<file path="src/rtl/stalled_single_store_axil_master_pkg.sv">
// Shared types and constants for the one-shot AXI4-Lite load/stall/store kernel.
package stalled_single_store_axil_master_pkg;

    typedef enum logic [2:0] {
        RD_ADDR,
        RD_DATA,
        STALL,
        WR,
        WR_RESP,
        DONE
    } state_t;

    localparam logic [1:0] RESP_OKAY   = 2'b00;
    localparam logic [1:0] RESP_EXOKAY = 2'b01;
    localparam logic [1:0] RESP_SLVERR = 2'b10;
    localparam logic [1:0] RESP_DECERR = 2'b11;

    localparam logic [2:0] PROT_DEFAULT = 3'b000;

endpackage

</file>
<file path="src/rtl/stalled_single_store_axil_master.sv">
// One-shot AXI4-Lite master: load a word, idle for a fixed stall,
// store twice the word, then hold valid until reset.
module stalled_single_store_axil_master
    import stalled_single_store_axil_master_pkg::*;
#(
    parameter int                    ADDR_WIDTH   = 5,
    parameter int                    DATA_WIDTH   = 32,
    parameter int                    STRB_WIDTH   = DATA_WIDTH / 8,
    parameter logic [ADDR_WIDTH-1:0] LOAD_ADDR    = 5'h04,
    parameter logic [ADDR_WIDTH-1:0] STORE_ADDR   = 5'h00,
    parameter int                    STALL_CYCLES = 8
) (
    input  logic                  clk,
    input  logic                  rst,
    output logic                  valid,
    output logic [ADDR_WIDTH-1:0] s_axil_awaddr,
    output logic [2:0]            s_axil_awprot,
    output logic                  s_axil_awvalid,
    input  logic                  s_axil_awready,
    output logic [DATA_WIDTH-1:0] s_axil_wdata,
    output logic [STRB_WIDTH-1:0] s_axil_wstrb,
    output logic                  s_axil_wvalid,
    input  logic                  s_axil_wready,
    input  logic [1:0]            s_axil_bresp,
    input  logic                  s_axil_bvalid,
    output logic                  s_axil_bready,
    output logic [ADDR_WIDTH-1:0] s_axil_araddr,
    output logic [2:0]            s_axil_arprot,
    output logic                  s_axil_arvalid,
    input  logic                  s_axil_arready,
    input  logic [DATA_WIDTH-1:0] s_axil_rdata,
    input  logic [1:0]            s_axil_rresp,
    input  logic                  s_axil_rvalid,
    output logic                  s_axil_rready
);

    localparam int CNT_W = $clog2(STALL_CYCLES + 1);
    localparam logic [CNT_W-1:0] CNT_LAST = CNT_W'(STALL_CYCLES - 1);
    localparam logic [CNT_W-1:0] CNT_ONE  = CNT_W'(1);

    state_t                state;
    logic [CNT_W-1:0]      cnt;
    logic [DATA_WIDTH-1:0] ld_reg;
    logic                  aw_fire;
    logic                  w_fire;
    logic                  aw_clear;
    logic                  w_clear;

    // Error responses are deliberately treated as OKAY.
    logic unused_resp;
    assign unused_resp = ^{s_axil_rresp, s_axil_bresp};

    assign s_axil_araddr = LOAD_ADDR;
    assign s_axil_awaddr = STORE_ADDR;
    assign s_axil_arprot = PROT_DEFAULT;
    assign s_axil_awprot = PROT_DEFAULT;
    assign s_axil_wstrb  = '1;

    assign aw_fire  = s_axil_awvalid & s_axil_awready;
    assign w_fire   = s_axil_wvalid & s_axil_wready;
    assign aw_clear = ~s_axil_awvalid | s_axil_awready;
    assign w_clear  = ~s_axil_wvalid | s_axil_wready;

    always_ff @(posedge clk or negedge rst) begin
        if (!rst) begin
            state          <= RD_ADDR;
            valid          <= 1'b0;
            s_axil_arvalid <= 1'b0;
            s_axil_rready  <= 1'b0;
            s_axil_awvalid <= 1'b0;
            s_axil_wvalid  <= 1'b0;
            s_axil_bready  <= 1'b0;
            s_axil_wdata   <= '0;
            ld_reg         <= '0;
            cnt            <= '0;
        end else begin
            unique case (state)
                RD_ADDR: begin
                    if (s_axil_arvalid && s_axil_arready) begin
                        s_axil_arvalid <= 1'b0;
                        s_axil_rready  <= 1'b1;
                        state          <= RD_DATA;
                    end else begin
                        s_axil_arvalid <= 1'b1;
                    end
                end
                RD_DATA: begin
                    if (s_axil_rready && s_axil_rvalid) begin
                        s_axil_rready <= 1'b0;
                        ld_reg        <= s_axil_rdata;
                        cnt           <= '0;
                        state         <= STALL;
                    end
                end
                STALL: begin
                    if (cnt == CNT_LAST) begin
                        s_axil_awvalid <= 1'b1;
                        s_axil_wvalid  <= 1'b1;
                        s_axil_wdata   <= ld_reg + ld_reg;
                        state          <= WR;
                    end else begin
                        cnt <= cnt + CNT_ONE;
                    end
                end
                WR: begin
                    // AW and W retire independently; move on once both are gone.
                    if (aw_fire) s_axil_awvalid <= 1'b0;
                    if (w_fire) s_axil_wvalid <= 1'b0;
                    if (aw_clear && w_clear) begin
                        s_axil_bready <= 1'b1;
                        state         <= WR_RESP;
                    end
                end
                WR_RESP: begin
                    if (s_axil_bvalid) begin
                        s_axil_bready <= 1'b0;
                        valid         <= 1'b1;
                        state         <= DONE;
                    end
                end
                DONE: begin
                    valid <= 1'b1;
                end
                default: begin
                    state <= RD_ADDR;
                end
            endcase
        end
    end

endmodule

</file>
<file path="config.mk">
export PLATFORM = sky130hd
export DESIGN_NAME = stalled_single_store_axil_master
export DESIGN_NICKNAME = d
export VERILOG_FILES = /design/src/rtl/stalled_single_store_axil_master_pkg.sv /design/src/rtl/stalled_single_store_axil_master.sv
export SDC_FILE = /design/constraint.sdc
export NUM_CORES = 1
export LEC_CHECK = 0
export ABC_AREA = 1
export BUFFER_PORTS_ARGS = -buffer_cell sky130_fd_sc_hd__buf_2
export CORE_MARGIN = 1
export CORE_UTILIZATION = 44
export CTS_BUF_LIST = sky130_fd_sc_hd__clkbuf_16
export DETAILED_ROUTE_END_ITERATION = 8
export PLACE_DENSITY = 0.73
export SLEW_MARGIN = 25
export SYNTH_ARGS = -nofsm -noshare
export SYNTH_HDL_FRONTEND = slang
export SYNTH_SLANG_ARGS = --single-unit
export TNS_END_PERCENT = 100
</file>
<file path="constraint.sdc">
create_clock -name clk -period 1.2 [get_ports clk]
set_input_delay 0.06 -clock clk [delete_from_list [all_inputs] [get_ports clk]]
set_output_delay 0.06 -clock clk [all_outputs]
set_load 0.02 [all_outputs]
</file>
== After elaboration in Yosys (flattened, before gate mapping) ==
Index checks and enable logic that the tools add are counted.

* Bits in latches: 0
* Flip-flop bits (word level): 77
* Memories kept: 0
* Output and inout bits: 58
* ROM bits: 0
* Memory bits (writable): 0

* Multiplexer cells: 23
* Shift operators: 0
* Multiply operators: 0
* $add $sub $neg: 2
* Bitwise gates (word level): 7
* Divide/modulo/power cells: 0
* $lt $le $gt $ge: 0
* Reduce and logical (&&, ||, !) cells: 18
* Equality and inequality tests: 14

{| class="wikitable"
|+ Operators by type and width
! kind !! number
|-
| $add 32x32->32 || 1
|-
| $pmux 3 s6 || 1
|-
| $ne 2x2->1 const B || 8
|-
| $mux 3 || 5
|-
| $reduce_and 3->1 || 5
|-
| $pmux 1 s2 || 5
|-
| $reduce_bool 2->1 || 5
|-
| $mux 1 || 9
|-
| $mux 4 || 2
|-
| $pmux 4 s2 || 1
|-
| $eq 3x2->1 const B || 2
|-
| $eq 3x3->1 const B || 2
|-
| $reduce_and 2->1 || 3
|-
| $reduce_and 6->1 || 1
|-
| $add 4x1->4 const B || 1
|-
| $eq 4x3->1 const B || 1
|-
| $eq 3x1->1 const B || 1
|-
| $logic_and 1x1->1 || 3
|-
| $logic_not 3->1 || 1
|-
| $not 1->1 || 3
|-
| $and 1x1->1 || 2
|-
| $or 1x1->1 || 2
|}

== Longest topological paths before layout ==
* Word-level depth: 5
* Mapped depth: 9

== Worst setup path after synthesis ==
OpenSTA, ideal clock, no wires.

* Path kind: register to register
* Start: reg cnt[0]
* End: reg cnt[0]
* Setup slack: -0.082 ns
* Cell stages (with the launch flop): 9
* Clock period less this slack: 1.282 ns
* Setup time: 0.127 ns
* Arrival: 1.155 ns
* Cell sequence: dfrtp_1 > ha_1 > nand2_1 > nor2_1 > nand2_2 > buf_6 > nand3_2 > nand2_1 > o21ai_0

* Cells in the longest elaborated chain, start to end: 3

{| class="wikitable"
|+ Ends and longest elaborated chain
! element !! line !! RTL
|-
| from (decl) || stalled_single_store_axil_master.sv:42 || <nowiki>logic [CNT_W-1:0] cnt;</nowiki>
|-
| from (signal assigned) || stalled_single_store_axil_master.sv:102 || <nowiki>cnt <= cnt + CNT_ONE;</nowiki>
|-
| $add 4x1->4 / $eq 4x3->1 (equally long branches) || stalled_single_store_axil_master.sv:102, stalled_single_store_axil_master.sv:96 ||
|-
| $mux 4 / $ne 2x2->1 (equally long branches) || -- ||
|-
| $pmux 4 s2 / $reduce_and 3->1 (equally long branches) || -- ||
|}

Parallel ways exist; a longest one is shown, timed or not. The select of a mux whose other input is x is not followed.
A chain may end at the register's enable or synchronous reset.

== Worst setup path in the final report ==
* Start: reg cnt[0]
* End: reg state[0]

* Cells in the longest elaborated chain, start to end: 3

{| class="wikitable"
|+ Ends and longest elaborated chain
! element !! line !! RTL
|-
| $eq 4x3->1 || stalled_single_store_axil_master.sv:96 || <nowiki>if (cnt == CNT_LAST) begin</nowiki>
|-
| $ne 2x2->1 (no line) || -- ||
|-
| $reduce_and 6->1 (no line) || -- ||
|-
| to (signal assigned) || stalled_single_store_axil_master.sv:92 || <nowiki>state <= STALL;</nowiki>
|-
| to (signal assigned) || stalled_single_store_axil_master.sv:100 || <nowiki>state <= WR;</nowiki>
|-
| to (signal assigned) || stalled_single_store_axil_master.sv:111 || <nowiki>state <= WR_RESP;</nowiki>
|-
| to (decl) || stalled_single_store_axil_master.sv:41 || <nowiki>state_t state;</nowiki>
|}

No other way between the ends.

==> summary.txt <==
Global route
  – Largest net degree at the start of global routing: 39
  – GR Overflow Total: 0
  – Antenna violations before repair: 0
  – Gr usage total: 19.6%
  – First-pass GRT wire length: 11300 µm
  – Vias in the first global route: 2507

Routing
  – Number of DRC markers in iteration 0: 112
  – DRT antenna net count: 0
  – Pre-antenna DRT Iters: 4
  – Vias/cell: 4.44
  – Final wirelength: 7120 µm
  – Detailed-route DRC error count: 0
  – DR vias: 2701
  – Drt wl/cell: 11.7 µm

Synth
  – Register bit total from synthesis: 75
  – Post-synth top area cell: dfrtp_1
  – Share of the synthesized area in the top cell type: 57.6%
  – Multiplexer area fraction after synthesis: 0%
  – Synth area leaders: dfrtp_1 (58%), nand2_1 (21%), buf_4 (5.5%)
  – Largest family of logic cells by synthesized area: simple AND/OR/NAND/NOR gates
  – Avg Cell Area, Syn: 8.77 µm²
  – Synth Area in Compound Gates: 4.53%
  – Post-Synth Simple-Gate Area: 26.0%
  – Post-Syn Area: 3260 µm²
  – Seq/Total Area, Yosys: 57.6%
  – Cell variety after synth: 24
  – Mapped Cells: 372
  – Adder-Cell Fraction of Synth Area: 0.384%
  – YS warnings: 0
  – Post-Synth XOR/XNOR Area: 0.269%

Cells and area
  – Commonest non-fill, non-tap cell in the layout: nand2_1
  – Commonest cells after routing, fill and taps aside: nand2_1 (174), dfrtp_1 (73), buf_2 (73)
  – Ant. Diodes: 0
  – Layout area overhead: 41.1%
  – Final net count: 548
  – Layout cells sized above 1: 29.7%

Timing
  – Minimum clock period: 1340 ps
  – Final hold viol count: 0
  – Worst Setup Slack, final: -136 ps
  – Setup TNS: -4470 ps
  – Final period utilization: 111%
  – Clock Skews: 7.92 ps
  – Max-slew violation count: 0
  – Final setup violation count: 72
  – Fmax: 749 MHz
  – RSZ-0062 raised after global routing: yes

Floorplan
  – Die Width: 88.1 µm
  – I/O pin cnt: 101
  – Row count: 31
  – Initial Util: 45.2%
  – Die area: 7760 µm²
  – Core area: 7210 µm²
  – Die height: 88.1 µm

Clock tree
  – Num CTS Buffers: 9
  – Root Driver: clkbuf_16
  – CTS clk-pin slew, worst paths: 60 ps
  – Worst skew pair latency: 330 ps
  – Htree depth: 3
  – CTS tree: done
  – CTS max path bufs: 2
  – Sink Count: 75

Pwr
  – Pleak: 2.59 nW
  – Tot Pwr: 9.54 mW
  – Combinational cell fraction of total power: 31.8%
  – Maximum VDD drop: 1.07 mV
  – PD cells: 2070 nW/µm²
  – Switching part of the total: 35.3%
  – Flop pwr share: 40.3%
  – Internal power: 6.17 mW
  – Clk pwr share: 27.9%
  – Sw Pwr: 3.37 mW

Placement
  – PortBufs: 74
  – DP HPWL: 4510 µm
  – GPL Wtd Cong: 0.926

Run status
  – Failing checks: setup timing
  – Status: finished, violations left

Critical path
  – CP Class: register to register
  – Required @ worst endpoint: 1410 ps
  – Worst EP arrival: 1550 ps
  – RR Startpoint: cnt[0]
  – CP startpoint kind: register
  – Setup crit end kind: register
  – Critical-path maximum fanout: 3
  – R2R depth: 7
  – Worst Setup SP: cnt[0]

Job
  – Max_cap viols: 0

Hold path
  – Hold depth: 4
  – Worst Hold Launch: s_axil_awready
  – Hold crit path type: input port to register
==> critical path, stage by stage, from the launching register on <==
cell      delay (ps)
dfrtp_1          390
ha_4             170
buf_6             90
nand3b_1         120
nand2_2          150
nand2_4           80
o21bai_1         160
nand2_2           60
==> power groups by stage <==
stage | Clock [mW] | Combinational, mW | Sequential [mW]
6_report | 2.66 | 3.03 | 3.84
5_1_grt | 2.84 | 3.38 | 3.93
4_1_cts | 2.72 | 2.88 | 3.81
3_5_place_dp | 0 | 2.62 | 3.83
3_3_place_gp | 0 | 2.54 | 3.80
2_1_floorplan | 0 | 1.60 | 4.01
==> kinds of logic (layout without fill, tap and decap cells) <==
kind of cell | count (synthesis) | in the layout
buf+inv | 54 | 172
fa+ha+maj | 1 | 1
xor+xnor | 1 | 1
flops | 75 | 75
other cells | 2 | 21
compound gates | 27 | 27
simple gates | 212 | 212
==> cell type report <==
type,count,area (µm²)
fill,597,2610
sequential,75,1880
multi-input combinational,262,1190
timing repair buffer,136,1010
clock buffer,9,225
tap,99,124
inverter,20,95.1
clock inverter,7,73.8
==> timing repair <==
| item | CTS | global route |
|---|---|---|
| setup buffers | 8 | 1 |
| gates cloned | 1 | 0 |
| hold buffers | 33 | 0 |
| endpoints found under the setup margin | 73 | 74 |
| gates resized for setup | 35 | 17 |
| endpoints found under the hold margin | 93 | 0 |
| pin swaps | 11 | 8 |
==> per-layer routing <==
metal	global-route usage, %	wire length, µm	up-vias	share of wire (%)
li1	-	-	1368	-
met2	31.3	3440	80	48
met3	4.62	277	13	3.9
met5	0	0	-	0
met4	8.80	155	0	2.2
met1	25.5	3250	1240	46
==> worst paths after layout <==
| check | endpoint | slack (ps) |
|---|---|---|
| max reg2reg | state[0] | -140 |
| min reg2reg | s_axil_bready | 470 |
| min | s_axil_awvalid | 20 |
| max in group asynchronous | s_axil_wvalid | 500 |
| min in group asynchronous | ld_reg[3] | 180 |
| max | state[0] | -140 |
==> cells in the mapped netlist <==
master	count
a211o_1	1
ha_1	1
inv_2	2
nand3_1	10
nand2_1	185
nor2_1	9
a21oi_1	2
nor2_4	2
dfrtp_1	75
or2_2	1
a21oi_2	1
conb_1	2
buf_6	8
inv_1	17
buf_4	24
o21ai_1	1
buf_2	2
nand3_2	2
inv_6	1
xor2_1	1
o21bai_1	2
nand2_2	2
o21ai_0	20
nand3b_1	1
==> per-stage QoR <==
step | util [%] | std cells | instance area [µm²] | setup slack, ps | hold slack, ps
2_1_floorplan | - | 391 | 3340 | -61.5 | -236
3_5_place_dp | 52.1 | 551 | 3760 | -158 | -3.64
6_report | 63.8 | 608 | 4600 | -136 | 21.9
3_3_place_gp | 52.1 | 551 | 3760 | -152 | -8.71
5_1_grt | 63.8 | 608 | 4600 | -204 | 57.1
4_1_cts | 62.8 | 607 | 4530 | -120 | 12.7
(Power assumes the default switching activity.)
